`src/rtl/tick_sched_pkg.sv`:
```
// tick_sched_pkg: shared definitions for the tick scheduler.
//   - default widths for the phase counter and the repeat counter
//   - FSM state encoding (kept as plain 2-bit constants so the encoding is
//     visible on the state_dbg port)
package tick_sched_pkg;

    localparam int CNT_W_DEF = 10;
    localparam int REP_W_DEF = 8;

    typedef logic [1:0] state_t;

    localparam logic [1:0] ST_IDLE = 2'd0;
    localparam logic [1:0] ST_RUN  = 2'd1;
    localparam logic [1:0] ST_HOLD = 2'd2;
    localparam logic [1:0] ST_DONE = 2'd3;

endpackage

```
`src/rtl/tick_phase_cnt.sv`:
```
// tick_phase_cnt: phase counter for the tick scheduler.
//   clk, rst_n : clock, asynchronous active-low reset
//   clr        : force phase to 0 (has priority over en)
//   en         : advance one step; wraps to 0 when phase == per
//   per        : terminal phase value
//   hit        : phase currently equals per (the step taken now wraps)
module tick_phase_cnt
    import tick_sched_pkg::*;
#(
    parameter int CNT_W = CNT_W_DEF
) (
    input  logic             clk,
    input  logic             rst_n,
    input  logic             clr,
    input  logic             en,
    input  logic [CNT_W-1:0] per,
    output logic             hit
);

    logic [CNT_W-1:0] phase_q;

    assign hit = (phase_q == per);

    always_ff @(posedge clk or negedge rst_n) begin
        if (!rst_n) begin
            phase_q <= '0;
        end else if (clr) begin
            phase_q <= '0;
        end else if (en) begin
            phase_q <= hit ? '0 : phase_q + CNT_W'(1);
        end
    end

endmodule

```
`src/rtl/tick_sched.sv`:
```
// tick_sched: programmable tick scheduler.
//   clk, rst_n  : clock, asynchronous active-low reset
//   cfg_period  : terminal phase; a tick every cfg_period+1 counting cycles
//   cfg_repeat  : ticks per burst, 0 = unlimited
//   start       : level; begins a run from IDLE (ignored while stop is high)
//   pause       : level; freezes the phase while high
//   stop        : level; aborts the run, tick_cnt keeps its value
//   tick        : registered one-cycle hit pulse
//   busy        : high in RUN or HOLD
//   done        : registered one-cycle pulse when a finite burst completes
//   tick_cnt    : ticks issued in the current/last run (wraps in unlimited mode)
//   state_dbg   : current FSM state (IDLE/RUN/HOLD/DONE encoding from the package)
//
// Control inputs are plain levels sampled on every rising edge; there is no
// handshake. Config is latched on the accepted start edge only.
module tick_sched
    import tick_sched_pkg::*;
#(
    parameter int CNT_W = CNT_W_DEF,
    parameter int REP_W = REP_W_DEF
) (
    input  logic             clk,
    input  logic             rst_n,
    input  logic [CNT_W-1:0] cfg_period,
    input  logic [REP_W-1:0] cfg_repeat,
    input  logic             start,
    input  logic             pause,
    input  logic             stop,
    output logic             tick,
    output logic             busy,
    output logic             done,
    output logic [REP_W-1:0] tick_cnt,
    output logic [1:0]       state_dbg
);

    state_t           state_q, state_d;
    logic [CNT_W-1:0] per_q;
    logic [REP_W-1:0] rep_q;
    logic [REP_W-1:0] cnt_q, cnt_d, cnt_inc;
    logic             tick_q, tick_d;
    logic             done_q, done_d;
    logic             load;
    logic             step;
    logic             phase_clr;
    logic             hit;

    // REP_W-bit sum so rep_q = 2^REP_W-1 is reachable and unlimited mode wraps.
    assign cnt_inc = cnt_q + REP_W'(1);

    tick_phase_cnt #(
        .CNT_W (CNT_W)
    ) u_phase (
        .clk   (clk),
        .rst_n (rst_n),
        .clr   (phase_clr),
        .en    (step),
        .per   (per_q),
        .hit   (hit)
    );

    always_comb begin
        state_d   = state_q;
        cnt_d     = cnt_q;
        tick_d    = 1'b0;
        done_d    = 1'b0;
        load      = 1'b0;
        step      = 1'b0;
        phase_clr = 1'b0;

        case (state_q)
            ST_IDLE: begin
                if (start && !stop) begin
                    load      = 1'b1;
                    phase_clr = 1'b1;
                    cnt_d     = '0;
                    state_d   = ST_RUN;
                end
            end
            ST_RUN: begin
                if (stop) begin
                    phase_clr = 1'b1;
                    state_d   = ST_IDLE;
                end else if (pause) begin
                    state_d = ST_HOLD;
                end else begin
                    step = 1'b1;
                end
            end
            ST_HOLD: begin
                // The release edge counts as a normal RUN step, so the tick
                // is delayed by exactly the number of edges pause was high.
                if (stop) begin
                    phase_clr = 1'b1;
                    state_d   = ST_IDLE;
                end else if (!pause) begin
                    step = 1'b1;
                end
            end
            default: begin
                state_d = ST_IDLE;
            end
        endcase

        if (step) begin
            state_d = ST_RUN;
            if (hit) begin
                tick_d = 1'b1;
                cnt_d  = cnt_inc;
                if (rep_q != '0 && cnt_inc == rep_q) begin
                    state_d = ST_DONE;
                    done_d  = 1'b1;
                end
            end
        end
    end

    always_ff @(posedge clk or negedge rst_n) begin
        if (!rst_n) begin
            state_q <= ST_IDLE;
            per_q   <= '0;
            rep_q   <= '0;
            cnt_q   <= '0;
            tick_q  <= 1'b0;
            done_q  <= 1'b0;
        end else begin
            state_q <= state_d;
            cnt_q   <= cnt_d;
            tick_q  <= tick_d;
            done_q  <= done_d;
            if (load) begin
                per_q <= cfg_period;
                rep_q <= cfg_repeat;
            end
        end
    end

    assign tick      = tick_q;
    assign done      = done_q;
    assign tick_cnt  = cnt_q;
    assign busy      = (state_q == ST_RUN) || (state_q == ST_HOLD);
    assign state_dbg = state_q;

endmodule
```
`config.mk`:
```
export PLATFORM = sky130hd
export DESIGN_NAME = tick_sched
export DESIGN_NICKNAME = d
export VERILOG_FILES = /design/src/rtl/tick_sched_pkg.sv /design/src/rtl/tick_phase_cnt.sv /design/src/rtl/tick_sched.sv
export SDC_FILE = /design/constraint.sdc
export NUM_CORES = 1
export LEC_CHECK = 0
export BUFFER_PORTS_ARGS = -buffer_cell sky130_fd_sc_hd__clkbuf_2
export CORE_MARGIN = 2
export CORE_UTILIZATION = 52
export CTS_CLUSTER_DIAMETER = 40
export CTS_CLUSTER_SIZE = 28
export DETAILED_ROUTE_END_ITERATION = 6
export MAX_ROUTING_LAYER = met4
export PLACE_DENSITY = 0.84
export SLEW_MARGIN = 15
export SYNTH_ARGS = -nofsm -noshare
export SYNTH_HDL_FRONTEND = slang
export SYNTH_SLANG_ARGS = --single-unit
export TNS_END_PERCENT = 10
```
`constraint.sdc`:
```
create_clock -name clk -period 2.9 [get_ports clk]
set_clock_uncertainty 0.15 [all_clocks]
set_input_delay 0.145 -clock clk [delete_from_list [all_inputs] [get_ports clk]]
set_output_delay 0.145 -clock clk [all_outputs]
set_load 0.01 [all_outputs]
```
==> impl_metrics.ini <==
[placed_design]
post-dp-hpwl_um = 3616
globalplace.congestion = 0.9731
place_ws_ns = 0.3596
placed_area_um2 = 2630
port_buffers = 35
dp_cells = 348

[cts]
holdBufCountCts = 19
clk_path_buf_depth = 2
worstSkewPairLatency_ns = 0.29
clock-sinks = 40
ctsResizeCount = 0
cts_tree = built
cts_setup_buffers = 0
path_clk_slew_ns = 0.08
cts.htree.levels = 2
cts_buffers = 5
clockRootBuffer = clkbuf_8

[power]
max-vdd-ir-drop_uv = 398.3
seqPwrFrac = 0.404
cellLeakagePower_nw = 1.394
power_density_nw_per_um2 = 705.3
combPwrFrac = 0.356
totalPowerFinal_mw = 2.078
power.switching_mw = 0.7405
clockPowerShare = 0.239
p_int_mw = 1.338
p_sw_frac = 0.3563

[timing]
slew_headroom = 0.3452
hold_violations = 0
finalSetupTns_ns = 0
tightest_slew_ns = 0.9821
fin_ws_ns = 0.3533
finalSetupViolCount = 0
fmax_ghz = 0.3927
rsz0062_at_grt = false
maxSlewViolCount = 0
period_minus_slack_ns = 2.547
timing.final.crit_share = 0.8782

[route]
antenna_left = 0
vias_per_cell = 5.755
num_vias = 2158
dr.pass1.iters = 4
wl_per_cell_um = 14.34
drtIter0Drc = 100
drc = 0
wl_um = 5379

[cells_and_area]
nFillCells = 346
fin_nets = 351
syn_to_final_growth_pct = 22.78
diodes = 0
final_design_area_no_fill_um2 = 2947
instances_no_fill = 375
drive_gt1_frac = 0.2043

[hold_path]
min_to = rep_q[7]$_DFFE_PN0P_
hold_path.class = in2reg
hp-start = start
holdPathStages = 5

[floorplan]
core_area_um2 = 4414
std_cell_rows = 24
die_w_um = 71.94
die-area_um2 = 5175
die_h_um = 71.94
initial_core_util = 0.5437
num_io_pins = 36

[worst_setup_path]
cp.arrival_ns = 2.58
r2r_end = tick_cnt[4]$_DFF_PN0_
worstSetupPathType = reg2reg
end_kind = flip-flop
rr_startpoint = state_dbg[1]$_DFFE_PN0P_
r2r_cells = 8
critPathMaxFanout = 13
cp.required_ns = 2.93
reg2reg_setup_slack_ns = 0.35
setup.worst_path.start_class = flip-flop

[global_route]
grt_overflow = 0
grt_usage = 0.2310
antenna_found_initial = 0
first_global_vias = 2013
grt_max_degree = 41
grt_pass1_wl_um = 9246

[logic_synthesis]
synth_common_cells = nand2_1 (70), dfrtp_1 (40), nor2_1 (12)
synthDominantCellAreaShare = 0.4171
synth_cell_types = 54
synth_nets = 295
yosysMostFrequentCell = nand2_1
netlist_instances = 266
avgSynthCellArea_um2 = 9.022
ys_warn_count = 0
synthTopCellsByArea = dfrtp_1 (42%), nand2_1 (11%), xnor2_1 (4.0%), a22o_1 (3.6%), ha_1 (3.1%)
synth_area_um2 = 2400
yosys_most_used_dff = dfrtp_1
ys_seq_area_frac = 0.4171
async_reset_ff_frac = 1.000
synth_top_cell_by_area = dfrtp_1
ys_ff_latch = 40
synth_edf_count = 0

[status]
status = complete, no violations

[job]
drv_cap = 0
==> kinds of logic (layout without fill, tap and decap cells) <==
logic type               after synthesis  after routing  share of synthesized area
flip-flops                            40             40                     0.4171
buffers and inverters                 16             73                    0.03076
multiplexers                           9              9                    0.04067
adder cells (fa/ha/maj)                6              6                    0.03128
AND/OR/NAND/NOR                      140            140                     0.2935
AO/OA/AOI/OAI                         40             40                     0.1230
XOR/XNOR                              15             15                    0.06361
==> how the worst max path moves through the flow <==
stage                                   startpoint  slack [ns]                     to  cells after the start
final                     state_dbg[1]$_DFFE_PN0P_        0.35  tick_cnt[4]$_DFF_PN0_                      8
after global routing      state_dbg[1]$_DFFE_PN0P_        0.20  tick_cnt[4]$_DFF_PN0_                      8
after CTS                 state_dbg[1]$_DFFE_PN0P_        0.34  tick_cnt[4]$_DFF_PN0_                      8
after detailed placement  state_dbg[1]$_DFFE_PN0P_        0.36  tick_cnt[4]$_DFF_PN0_                      8
after global placement    state_dbg[1]$_DFFE_PN0P_        0.50  tick_cnt[4]$_DFF_PN0_                      8
after floorplan           state_dbg[0]$_DFFE_PN0P_        0.45         done$_DFF_PN0_                      8
==> final cells by class <==
cell class / count / area, µm² / area share
Tap cell: 52 / 65.06 / 0.02208
Timing Repair Buffer: 60 / 410.4 / 0.1393
Inverter: 5 / 18.77 / 0.006369
Clock inverter: 1 / 30.03 / 0.01019
Multi-Input combinational cell: 210 / 1325 / 0.4497
Clock buffer: 7 / 96.34 / 0.03270
Sequential cell: 40 / 1001 / 0.3397
==> power by group through the flow <==
| stage | Sequential [mW] | Combinational, mW | Clock (mW) |
|---|---|---|---|
| 2_1_floorplan | 0.813 | 0.550 | 0 |
| 3_3_place_gp | 0.843 | 0.686 | 0 |
| 3_5_place_dp | 0.850 | 0.712 | 0 |
| 4_1_cts | 0.838 | 0.737 | 0.510 |
| 5_1_grt | 0.859 | 0.834 | 0.531 |
| 6_report | 0.840 | 0.741 | 0.497 |
==> placed cells by master, fill, tap and decap left out, drive strengths merged, types with 7 or more instances in the layout <==
| master | count |
|---|---|
| nand3 | 10 |
| clkbuf | 42 |
| a22o | 11 |
| o21ai | 11 |
| nor4 | 7 |
| nand4 | 7 |
| nor3 | 9 |
| nand2 | 70 |
| xnor2 | 12 |
| nor2 | 12 |
| dlygate4sd3 | 19 |
| dfrtp | 40 |
==> through the flow <==
stage,util,hold WS [ns]
global route,0.6675,0.2174
floorplan,-,-0.3006
CTS,0.6675,0.1766
global placement,0.5958,0.1835
finish,0.6675,0.1848
detailed placement,0.5958,0.1897
==> worst max-delay path: stages, from the launching register on <==
cell	delay (ns)
dfrtp_1	0.42
inv_1	0.09
ha_1	0.34
nor2b_4	0.21
nand2b_2	0.14
nor4_4	0.28
buf_4	0.24
mux2_2	0.35
a22o_1	0.22
==> layer usage <==
metal / global-route usage / part of all wire / vias up
met5: - / 0 / -
met1: 0.3205 / 0.47 / 1038
li1: - / - / 1049
met3: 0.03333 / 0.043 / 5
met2: 0.3642 / 0.48 / 66
met4: 0.05241 / 0.0089 / 0
==> registers in the layout (all words and copies together), names as in the netlist <==
register         cells
per_q               10
u_phase.phase_q     10
rep_q                8
tick_cnt             8
state_dbg            2
done                 1
tick                 1
No activity file was read; power rests on OpenSTA's default activity.
